### src/rtl/hht_pkg.sv
// Shared types for the HHT SpMV memory arbiter: requester ids, in-flight read
// tracking and the arbitration FSM register set.
package hht_pkg;

    typedef logic [2:0] req_id_t;

    localparam int REQ_ROWPTR = 0;
    localparam int REQ_COLIDX = 1;
    localparam int REQ_MATVAL = 2;
    localparam int REQ_VECVAL = 3;

    localparam logic [2:0] PERF_SEL_DENY = 3'd7;

    typedef struct packed {
        logic    valid;
        req_id_t id;
    } inflight_t;

    typedef enum logic {
        ARB_IDLE  = 1'b0,
        ARB_GRANT = 1'b1
    } arb_state_t;

    // Whole arbitration FSM in one struct so it can be probed as a unit.
    typedef struct packed {
        arb_state_t state;
        req_id_t    owner;
        req_id_t    ptr;
        logic [3:0] burst_cnt;
    } arb_regs_t;

    function automatic req_id_t next_id(input req_id_t id, input int nreq);
        return (int'(id) == nreq - 1) ? '0 : id + 3'd1;
    endfunction

endpackage

### src/rtl/hht_rr_pick.sv
// Combinational round-robin picker: first set req bit at or above ptr,
// wrapping past NREQ-1 back to index 0.
module hht_rr_pick
    import hht_pkg::*;
#(
    parameter int NREQ = 4
) (
    input  logic [NREQ-1:0] req,
    input  req_id_t         ptr,
    output logic [NREQ-1:0] gnt,
    output req_id_t         gnt_idx
);

    localparam logic [NREQ-1:0] ONE = NREQ'(1);

    logic [2*NREQ-1:0] rot;
    logic              found;
    int                sum;

    // Rotating a doubled copy keeps every bit select constant.
    always_comb begin
        rot     = {req, req} >> ptr;
        gnt     = '0;
        gnt_idx = '0;
        found   = 1'b0;
        sum     = 0;
        for (int k = 0; k < NREQ; k++) begin
            if (!found && rot[k]) begin
                found = 1'b1;
                sum   = int'(ptr) + k;
                if (sum >= NREQ) begin
                    sum = sum - NREQ;
                end
                gnt_idx = req_id_t'(sum);
                gnt     = ONE << gnt_idx;
            end
        end
    end

endmodule

### src/rtl/hht_mem_arbiter.sv
// Round-robin arbiter sharing one fixed-latency read port between the HHT
// fetch engines. Define HHT_ARB_PERF_EN to build the grant/deny counters.
module hht_mem_arbiter
    import hht_pkg::*;
#(
    parameter int NREQ      = 4,
    parameter int AW        = 32,
    parameter int DW        = 32,
    parameter int RD_LAT    = 2,
    parameter int BURST_MAX = 4
) (
    input  logic              Clk,
    input  logic              Rst,
    input  logic [NREQ-1:0]   req,
    input  logic [NREQ*AW-1:0] req_addr,
    output logic [NREQ-1:0]   gnt,
    output logic [NREQ-1:0]   rvalid,
    output logic [DW-1:0]     rdata,
    output logic              mem_rd,
    output logic [AW-1:0]     mem_addr,
    input  logic [DW-1:0]     mem_rdata,
    input  logic [2:0]        perf_sel,
    output logic [31:0]       perf_cnt
);

    localparam logic [NREQ-1:0] ONE       = NREQ'(1);
    localparam logic [3:0]      BURST_LIM = 4'(BURST_MAX);

    arb_regs_t       arb;
    logic [NREQ-1:0] owner_mask;
    logic [NREQ-1:0] pick_gnt;
    req_id_t         pick_idx;
    req_id_t         search_ptr;
    req_id_t         gnt_idx;
    logic            keep_owner;
    inflight_t       pipe [RD_LAT];

    // The owner keeps the port unless it drops req or has used its burst
    // while someone else waits; otherwise search restarts just past it.
    always_comb begin
        owner_mask = ONE << arb.owner;
        search_ptr = (arb.state == ARB_GRANT) ? next_id(arb.owner, NREQ) : arb.ptr;
        keep_owner = (arb.state == ARB_GRANT) && ((req & owner_mask) != '0)
                     && !(((req & ~owner_mask) != '0) && (arb.burst_cnt == BURST_LIM));
    end

    hht_rr_pick #(.NREQ(NREQ)) u_pick (
        .req     (req),
        .ptr     (search_ptr),
        .gnt     (pick_gnt),
        .gnt_idx (pick_idx)
    );

    always_comb begin
        gnt     = '0;
        gnt_idx = '0;
        if (!Rst) begin
            gnt     = keep_owner ? owner_mask : pick_gnt;
            gnt_idx = keep_owner ? arb.owner  : pick_idx;
        end
        mem_rd   = |gnt;
        mem_addr = mem_rd ? req_addr[int'(gnt_idx)*AW +: AW] : '0;
    end

    always_ff @(posedge Clk or posedge Rst) begin
        if (Rst) begin
            arb <= '{state: ARB_IDLE, owner: '0, ptr: '0, burst_cnt: '0};
        end else if (keep_owner) begin
            if (arb.burst_cnt != BURST_LIM) begin
                arb.burst_cnt <= arb.burst_cnt + 4'd1;
            end
        end else begin
            arb.ptr <= search_ptr;
            if (pick_gnt != '0) begin
                arb.state     <= ARB_GRANT;
                arb.owner     <= pick_idx;
                arb.burst_cnt <= 4'd1;
            end else begin
                arb.state     <= ARB_IDLE;
                arb.burst_cnt <= '0;
            end
        end
    end

    // Issue ids ride alongside the memory latency; reset drops them all.
    always_ff @(posedge Clk or posedge Rst) begin
        if (Rst) begin
            for (int i = 0; i < RD_LAT; i++) begin
                pipe[i] <= '0;
            end
            rvalid <= '0;
            rdata  <= '0;
        end else begin
            pipe[0] <= '{valid: mem_rd, id: gnt_idx};
            for (int i = 1; i < RD_LAT; i++) begin
                pipe[i] <= pipe[i-1];
            end
            rvalid <= pipe[RD_LAT-1].valid ? (ONE << pipe[RD_LAT-1].id) : '0;
            if (pipe[RD_LAT-1].valid) begin
                rdata <= mem_rdata;
            end
        end
    end

`ifdef HHT_ARB_PERF_EN
    logic [31:0] grant_cnt [NREQ];
    logic [31:0] deny_cnt;
    logic [31:0] perf_next;

    always_comb begin
        perf_next = '0;
        for (int i = 0; i < NREQ; i++) begin
            if (perf_sel == 3'(i)) begin
                perf_next = grant_cnt[i];
            end
        end
        if (perf_sel == PERF_SEL_DENY) begin
            perf_next = deny_cnt;
        end
    end

    always_ff @(posedge Clk or posedge Rst) begin
        if (Rst) begin
            for (int i = 0; i < NREQ; i++) begin
                grant_cnt[i] <= '0;
            end
            deny_cnt <= '0;
            perf_cnt <= '0;
        end else begin
            for (int i = 0; i < NREQ; i++) begin
                if (gnt[i] && (grant_cnt[i] != '1)) begin
                    grant_cnt[i] <= grant_cnt[i] + 32'd1;
                end
            end
            if (((req & ~gnt) != '0) && (deny_cnt != '1)) begin
                deny_cnt <= deny_cnt + 32'd1;
            end
            perf_cnt <= perf_next;
        end
    end
`else
    logic unused_perf_sel;
    assign unused_perf_sel = ^perf_sel;
    assign perf_cnt        = '0;
`endif

endmodule
### config.mk
export PLATFORM = sky130hd
export DESIGN_NAME = hht_mem_arbiter
export DESIGN_NICKNAME = d
export VERILOG_FILES = /design/src/rtl/hht_pkg.sv /design/src/rtl/hht_rr_pick.sv /design/src/rtl/hht_mem_arbiter.sv
export SDC_FILE = /design/constraint.sdc
export NUM_CORES = 1
export LEC_CHECK = 0
export BUFFER_PORTS_ARGS = -buffer_cell sky130_fd_sc_hd__buf_4
export CAP_MARGIN = 20
export CORE_AREA = 3 3 105 107
export DETAILED_ROUTE_END_ITERATION = 10
export DIE_AREA = 0 0 108 110
export PLACE_DENSITY_LB_ADDON = 0.1
export SLEW_MARGIN = 20
export SYNTH_ARGS = -nofsm -noshare
export SYNTH_HDL_FRONTEND = slang
export SYNTH_SLANG_ARGS = --single-unit
### constraint.sdc
create_clock -name Clk -period 9.44 [get_ports Clk]
set_clock_uncertainty 0.2 [all_clocks]
set_input_delay 1.888 -clock Clk [delete_from_list [all_inputs] [get_ports Clk]]
set_output_delay 1.888 -clock Clk [all_outputs]
set_load 0.1 [all_outputs]
* Word-level counts from Yosys, hierarchy flattened
Index checks and enable logic that the tools add are counted.
Word-level totals: register bits after elaboration 55, input port bits 169
Operators by class: $add $sub $neg 9, $lt $le $gt $ge 4, eq/ne operators 4, shift-type cells 8, mux-type cells 31, bitwise gates (word level) 4, reduce and logical (&&, ||, !) cells 15
Operator list (number):
- $shiftx 128x9->32 | 1
- $mux 3 | 16
- $mux 4 | 9
- $mux 32 | 1
- $shl 1x3->4 const A | 6
- $ge 4x3->1 const B | 3
- $reduce_bool 4->1 | 3
- $sub 3x3->3 const B | 4
- $add 3x2->4 const B | 2
- $and 4x4->4 | 2
- $shr 8x3->4 | 1
- $logic_and 1x1->1 | 6
- $mux 1 | 5
- $add 3x1->4 const B | 1
- $add 4x1->4 const B | 1
- $eq 4x3->1 const B | 1
- $logic_not 1->1 | 4
- $ne 4x3->1 const B | 1
- $not 4->4 | 1
- $reduce_or 4->1 | 1
- $add 3x1->3 const B | 1
- $eq 3x3->1 const B | 1
- $ge 3x3->1 const B | 1
- $ne 2x1->1 const B | 1
- 2 further kinds | 2

* Logic depth before layout (Yosys ltp)
Gate-level depths: netlist of run 1.
word-level depth 20, depth in mapped cells 15, mapped depth without buffers 12

* By module
Synthesis of run 1 repeated with hierarchy kept, for this count alone.
Second synthesis, totals: cells, all modules 763, area, all modules 5919.4 um2
By module, submodules not included:
- hht_mem_arbiter | times used 1, cells each 698, area an instance 5376.4 um2, sequential area each 1376.3 um2
- hht_rr_pick | times used 1, cells each 65, area an instance 543.0 um2, sequential area each 0.0 um2

* Worst setup path before layout of run 1
No wires, ideal clock.
path type in2out, from input port req[0], to output port mem_addr[22], arrival 4.546 ns, slack 2.806 ns, stages 11, buffers on the path 3, cell sequence clkbuf_1 nor3b_1 mux2i_1 o2bb2ai_1 and3_1 buf_4 nand2_1 a31o_1 a41oi_4 buf_6 o211a_1
Between the ends: word-level cells in the longest chain between the ends 15
Ends and longest elaborated chain:
- from (decl) | line hht_mem_arbiter.sv:14 | input logic [NREQ-1:0] req,
- $shr 8x3->4 | line hht_rr_pick.sv:22 | rot = {req, req} >> ptr;
- $mux 1 | line hht_rr_pick.sv:28 | if (!found && rot[k]) begin
- $logic_not 1->1 | line hht_rr_pick.sv:28
- $logic_and 1x1->1 | line hht_rr_pick.sv:28
- $mux 1 | line hht_rr_pick.sv:28
- $logic_not 1->1 | line hht_rr_pick.sv:28
- $logic_and 1x1->1 | line hht_rr_pick.sv:28
- $mux 1 | line hht_rr_pick.sv:28
- $logic_not 1->1 | line hht_rr_pick.sv:28
- $logic_and 1x1->1 | line hht_rr_pick.sv:28
- $mux 4 | line hht_rr_pick.sv:28
- $mux 4 (*) | line hht_mem_arbiter.sv:58 | gnt = keep_owner ? owner_mask : pick_gnt;
- $mux 4 (*) | line hht_mem_arbiter.sv:57 | if (!Rst) begin
- $reduce_or 4->1 (*) | line hht_mem_arbiter.sv:61 | mem_rd = |gnt;
- named net mem_rd | line hht_mem_arbiter.sv:19 | output logic mem_rd,
- $mux 32 (*) | line hht_mem_arbiter.sv:62 | mem_addr = mem_rd ? req_addr[int'(gnt_idx)*AW +: AW] : '0;
- to (decl) | line hht_mem_arbiter.sv:20 | output logic [AW-1:0] mem_addr,
The timed path passes the listed nets; every way through them passes the cells marked *.

* Worst setup path in the final report of run 1
from input port req[2], to output port mem_addr[21]
Between the ends: word-level cells in the longest chain between the ends 15
Ends and longest elaborated chain (line):
- $shr 8x3->4 | hht_rr_pick.sv:22
- $mux 1 | hht_rr_pick.sv:28
- $logic_not 1->1 | hht_rr_pick.sv:28
- $logic_and 1x1->1 | hht_rr_pick.sv:28
- $mux 1 | hht_rr_pick.sv:28
- $logic_not 1->1 | hht_rr_pick.sv:28
- $logic_and 1x1->1 | hht_rr_pick.sv:28
- $mux 1 | hht_rr_pick.sv:28
- $logic_not 1->1 | hht_rr_pick.sv:28
- $logic_and 1x1->1 | hht_rr_pick.sv:28
- $mux 3 / $mux 4 (equally long branches) | hht_rr_pick.sv:28
- $mux 3 / $mux 4 (equally long branches) | hht_mem_arbiter.sv:59, hht_mem_arbiter.sv:58
- $mux 3 / $mux 4 (equally long branches) | hht_mem_arbiter.sv:57
- $shiftx 128x9->32 / $reduce_or 4->1 (equally long branches) | hht_mem_arbiter.sv:62, hht_mem_arbiter.sv:61
- $mux 32 (*) | hht_mem_arbiter.sv:62
Mark *: on every way between the ends. The rest lies on a longest branch, timed or not.

==> flow_summary_export.csv, run 1 <==
group,metric,value,unit
outcome,status,"finished, final reports clean",
layout,n_antenna_cell,0,
place,hpwl,10.1,mm
clock_tree,post_cts_buffers,0,
yosys,syn_area_per_cell,10.5,sq um
layout,fillers,873,
die,die_y,110,um
sta,finalHoldViolations,0,
sta,relSlewSlack,0.391,
global_routing,use_met3,0.0792,
sta,grt_setup_unrepaired,"no",
yosys,synthArstFlopShare,1.00,
layout,final_cell_mix,"buf_4, mux2_2, dfrtp_1",
drt,drtPass1Iterations,6,
clock_tree,cts_resized,0,
clock_tree,cts-root-buf,"clkbuf_8",
yosys,synth_warnings,0,
sta,setup_violations,0,
die,fp.dieW,108,um
die,ios,274,
yosys,ys.flop_type,"dfrtp_1",
place,port_buffers,238,
place,gp_congestion,0.872,
yosys,synth.cell_area,0.00429,sq mm
clock_tree,clk_pin_slew,0.10,ns
drt,drt_iter0_markers,166,
run,maxCapViolCount,0,
global_routing,grt_pass1_wl,17.7,mm
drt,ant_nets,0,
global_routing,grt_max_degree,66,
clock_tree,hold_buffers,0,
global_routing,grt_overflow,0,
drt,vias_per_cell,4.95,
die,rows,37,
die,coreArea,0.0102,sq mm
worst_setup_path,setup.worst_path.end_class,"primary output",
die,fp.dieArea,0.0119,sq mm
worst_setup_path,rrSetupSlack,5.39,ns
sta,hold_ws,0.147,ns
sta,period_minus_slack,7.49,ns
sta,layout_worst_path_cycle_share,0.793,
layout,mostFrequentLayoutCell,"buf_4",
global_routing,grt_pass1_vias,3534,
yosys,syn-instance-count,409,
global_routing,antenna_found_initial,0,
sta,tns,0,ns
drt,drc,0,
yosys,ys_seq_area_frac,0.321,
sta,final-max-slew-violation-count,0,
drt,detail_route.wl_per_cell,16.2,um
clock_tree,clk-insertion-delay-late,0.30,ns
clock_tree,clkSinkCount,55,
layout,multiInputGateArea,0.00258,sq mm
sta,final.setup.worst_slack,1.95,ns
yosys,synth.distinct_cells,58,
clock_tree,cts_tree,"done",
global_routing,use_met2,0.349,
yosys,synth_seq_cells,55,
sta,achievable-frequency,134,MHz
clock_tree,numCtsBuffers,5,
sta,worst_pin_slew,0.914,ns
drt,dr_total_vias,3798,
drt,wl,12.5,mm
yosys,synth-edff-count,0,
layout,ff_latch_area,0.00138,sq mm
layout,drive_gt1_frac,0.525,
clock_tree,htree_num_levels,2,
clock_tree,cts_max_path_buffers,2,
worst_setup_path,critPathMaxFanout,65,
worst_setup_path,critPathKind,"in -> out",
place,dp_slack,1.97,ns
global_routing,track_usage,0.189,
min_path,hp-class,"reg -> reg",
global_routing,met1_usage,0.204,
layout,nets,813,
worst_setup_path,required,7.35,ns
global_routing,busiest_layer,"met2",
layout,syn2layout_area_growth,43.7,%
worst_setup_path,startpoint_type,"input pin",
die,start_util,0.420,
worst_setup_path,cp.arrival,5.40,ns
==> synthesized netlist by cell type, types with 3 or more instances <==
cell type,n,area share
mux2_2,66,0.17
dfrtp_1,55,0.32
buf_4,40,0.070
nand2_1,40,0.035
mux2i_1,37,0.086
o211a_1,33,0.077
nor2_1,16,0.014
ha_1,13,0.038
inv_1,13,0.011
clkbuf_1,10,0.0087
a21oi_1,6,0.0070
buf_6,5,0.013
a221o_1,4,0.0093
a22o_1,4,0.0082
buf_2,4,0.0047
nand2b_1,3,0.0044
nor3_1,3,0.0035
==> sequential cells by signal, indices dropped and copies added, names as in the netlist <==
| name | count |
|---|---|
| rdata | 32 |
| rvalid | 4 |
| pipe | 8 |
| arb | 11 |
==> critical path: stages <==
cell	delay (ns)
buf_4	0.15
inv_1	0.08
o22ai_1	0.20
a221oi_1	0.09
o2111ai_2	0.68
inv_1	0.31
a221oi_4	0.34
buf_4	0.73
mux2_2	0.43
o211a_1	0.21
buf_4	0.23
==> routing by layer <==
metal / routed length (um) / vias to the layer above
met3: 1270 / 10
met4: 165 / 0
met2: 6510 / 148
li1: - / 1865
met5: 0 / -
met1: 4530 / 1775
==> metrics by stage <==
step | instance area (sq um) | utilization | cells
2_1_floorplan | 4410 | - | 441
4_1_cts | 6140 | 0.600 | 767
5_1_grt | 6170 | 0.603 | 768
6_report | 6170 | 0.603 | 768
3_3_place_gp | 5990 | 0.585 | 758
3_5_place_dp | 6010 | 0.588 | 759
==> logic make-up after synthesis <==
group                      count (synthesis)  synth area share
AOI/OAI and AO/OA                         75             0.166
xor gates and xnor gates                   2           0.00408
adders and majority gates                 13            0.0379
buffers and inverters                     75             0.110
DFF                                       55             0.321
muxes                                    104             0.263
other                                      1          0.000874
and+or+nand+nor                           84            0.0973
==> cell type report <==
cell class,instances,share of cell area
multi-input combinational,311,0.419
timing repair buffer,243,0.302
sequential,55,0.223
tap,136,0.0276
clock buffer,6,0.0134
inverter,15,0.00912
clock inverter,2,0.00629
==> path summary, 6_finish.rpt <==
check / start / endpoint / cells after the start
worst max-delay path: req[2] / mem_addr[21] / 11
worst min-delay path: pipe[4] / pipe[0] / 0
worst max register to register: arb[8] / pipe[7] / 11
worst min register to register: pipe[4] / pipe[0] / 0
max in group asynchronous: Rst / rdata[9] / 3
min in group asynchronous: Rst / pipe[0] / 2
Power of run 1 is left out: the tool's default activity adds up to more than one toggle a clock period on the data nets, which glitch-free logic cannot reach.
==> run 2: changes to the inputs <==
Settings changed: CORE_AREA 3 3 105 107 to 3 3 106 108, DIE_AREA 0 0 108 110 to 0 0 109 111.
Clock period 9.44 ns to 7.35 ns, I/O delays scaled along.
==> flow_summary_export.csv, run 2 (synthesis gave the netlist of run 1 again) <==
group,metric,value,unit
die,start_util,0.416,
drt,vias_per_cell,4.93,
clock_tree,cts_tree,"done",
layout,final_util,0.594,
worst_setup_path,startpoint_type,"register",
global_routing,grt_pass1_wl,18.7,mm
drt,drc,0,
place,port_buffers,238,
clock_tree,cts-root-buf,"clkbuf_8",
sta,worst_pin_slew,1.04,ns
worst_setup_path,crit_chain,"ha_1 -> nand2b_1 -> a31oi_2 -> inv_2 -> mux2_4 -> a221oi_4 -> and3_1 -> or3_1 -> a31oi_2 -> a41oi_4 -> o211a_1 -> buf_4",
layout,n_antenna_cell,0,
layout,final_cell_mix,"buf_4, mux2_2, dfrtp_1",
worst_setup_path,cpMostUsedCell,"a31oi_2",
sta,final-max-slew-violation-count,0,
global_routing,grt_max_degree,66,
die,coreArea,0.0103,sq mm
die,ios,274,
sta,grt_setup_unrepaired,"no",
drt,wl,12.5,mm
worst_setup_path,cpPeakStageDelay,0.93,ns
worst_setup_path,cp.arrival,4.84,ns
die,fp.dieArea,0.0121,sq mm
die,die_y,111,um
sta,setup_violations,0,
layout,syn2layout_area_growth,42.7,%
layout,nets,814,
drt,ant_nets,0,
global_routing,track_usage,0.193,
clock_tree,clkSinkCount,55,
sta,tns,0,ns
clock_tree,clk-insertion-delay-late,0.30,ns
die,fp.dieW,109,um
sta,layout_worst_path_cycle_share,0.885,
global_routing,grt_pass1_vias,3794,
clock_tree,post_cts_buffers,0,
drt,drt_iter0_markers,139,
layout,regMostFlops,"rdata",
clock_tree,hold_buffers,0,
worst_setup_path,critPathMaxFanout,34,
clock_tree,numCtsBuffers,5,
die,rows,37,
drt,drtPass1Iterations,4,
run,maxCapViolCount,0,
worst_setup_path,crit_family,"compound AO/OA/AOI/OAI gates",
clock_tree,clk_pin_slew,0.10,ns
layout,largest_reg_flops,32,
sta,relSlewSlack,0.305,
place,gp_congestion,0.863,
place,hpwl,10.2,mm
clock_tree,htree_num_levels,2,
min_path,hp-class,"reg -> reg",
clock_tree,cts_max_path_buffers,2,
layout,largestRegisters,"rdata: 32 flops, arb: 11 flops, pipe: 8 flops",
drt,detail_route.wl_per_cell,16.3,um
layout,mostFrequentLayoutCell,"buf_4",
drt,dr_total_vias,3790,
worst_setup_path,setup.worst_path.end_class,"primary output",
worst_setup_path,critPathKind,"reg -> out",
worst_setup_path,required,5.68,ns
sta,period_minus_slack,6.51,ns
worst_setup_path,path_buf_inv,2,
clock_tree,cts_resized,0,
sta,finalHoldViolations,0,
outcome,status,"finished, final reports clean",
global_routing,antenna_found_initial,0,
worst_setup_path,crit_slowest_cell,"a41oi_4",
sta,achievable-frequency,154,MHz
global_routing,grt_overflow,0,
layout,drive_gt1_frac,0.526,
-- run 2: worst paths after layout --
| check | cells after the start | from | slack (ns) | endpoint |
|---|---|---|---|---|
| max in group asynchronous | 3 | Rst | 5.30 | arb[10] |
| min in group asynchronous | 3 | Rst | 1.19 | arb[8] |
| worst max-delay path | 12 | arb[8] | 0.84 | mem_addr[26] |
| worst min register to register | 0 | pipe[5] | 0.16 | pipe[1] |
| worst min-delay path | 0 | pipe[5] | 0.16 | pipe[1] |
| worst max register to register | 10 | arb[8] | 3.01 | pipe[7] |
-- run 2: cell type report --
type                    count  area (sq um)
fillers                   919          4200
clock buffers               5          68.8
multi-input cells         311          2570
clock inverters             3          23.8
well taps                 136           170
inverters                  15          56.3
flip-flops and latches     55          1380
repair buffers            244          1860
-- run 2: per-layer routing --
| metal | routed length (um) | global-route usage |
|---|---|---|
| met1 | 4370 | 0.205 |
| met2 | 6460 | 0.352 |
| met3 | 1410 | 0.0745 |
| met4 | 282 | 0.0497 |
| met5 | 0 | 0 |
-- run 2: through the flow --
step | hold WS [ns] | instance area (sq um) | std cells | setup WS (ns)
finish | 0.159 | 6130 | 769 | 0.842
global route | 0.167 | 6130 | 769 | 0.548
CTS | 0.162 | 6130 | 769 | 0.804
detailed placement | 0.137 | 6030 | 761 | 1.07
global placement | 0.133 | 6030 | 761 | 1.11
floorplan | 0.131 | 4410 | 441 | 1.55
Power of run 2 is left out for the same reason.
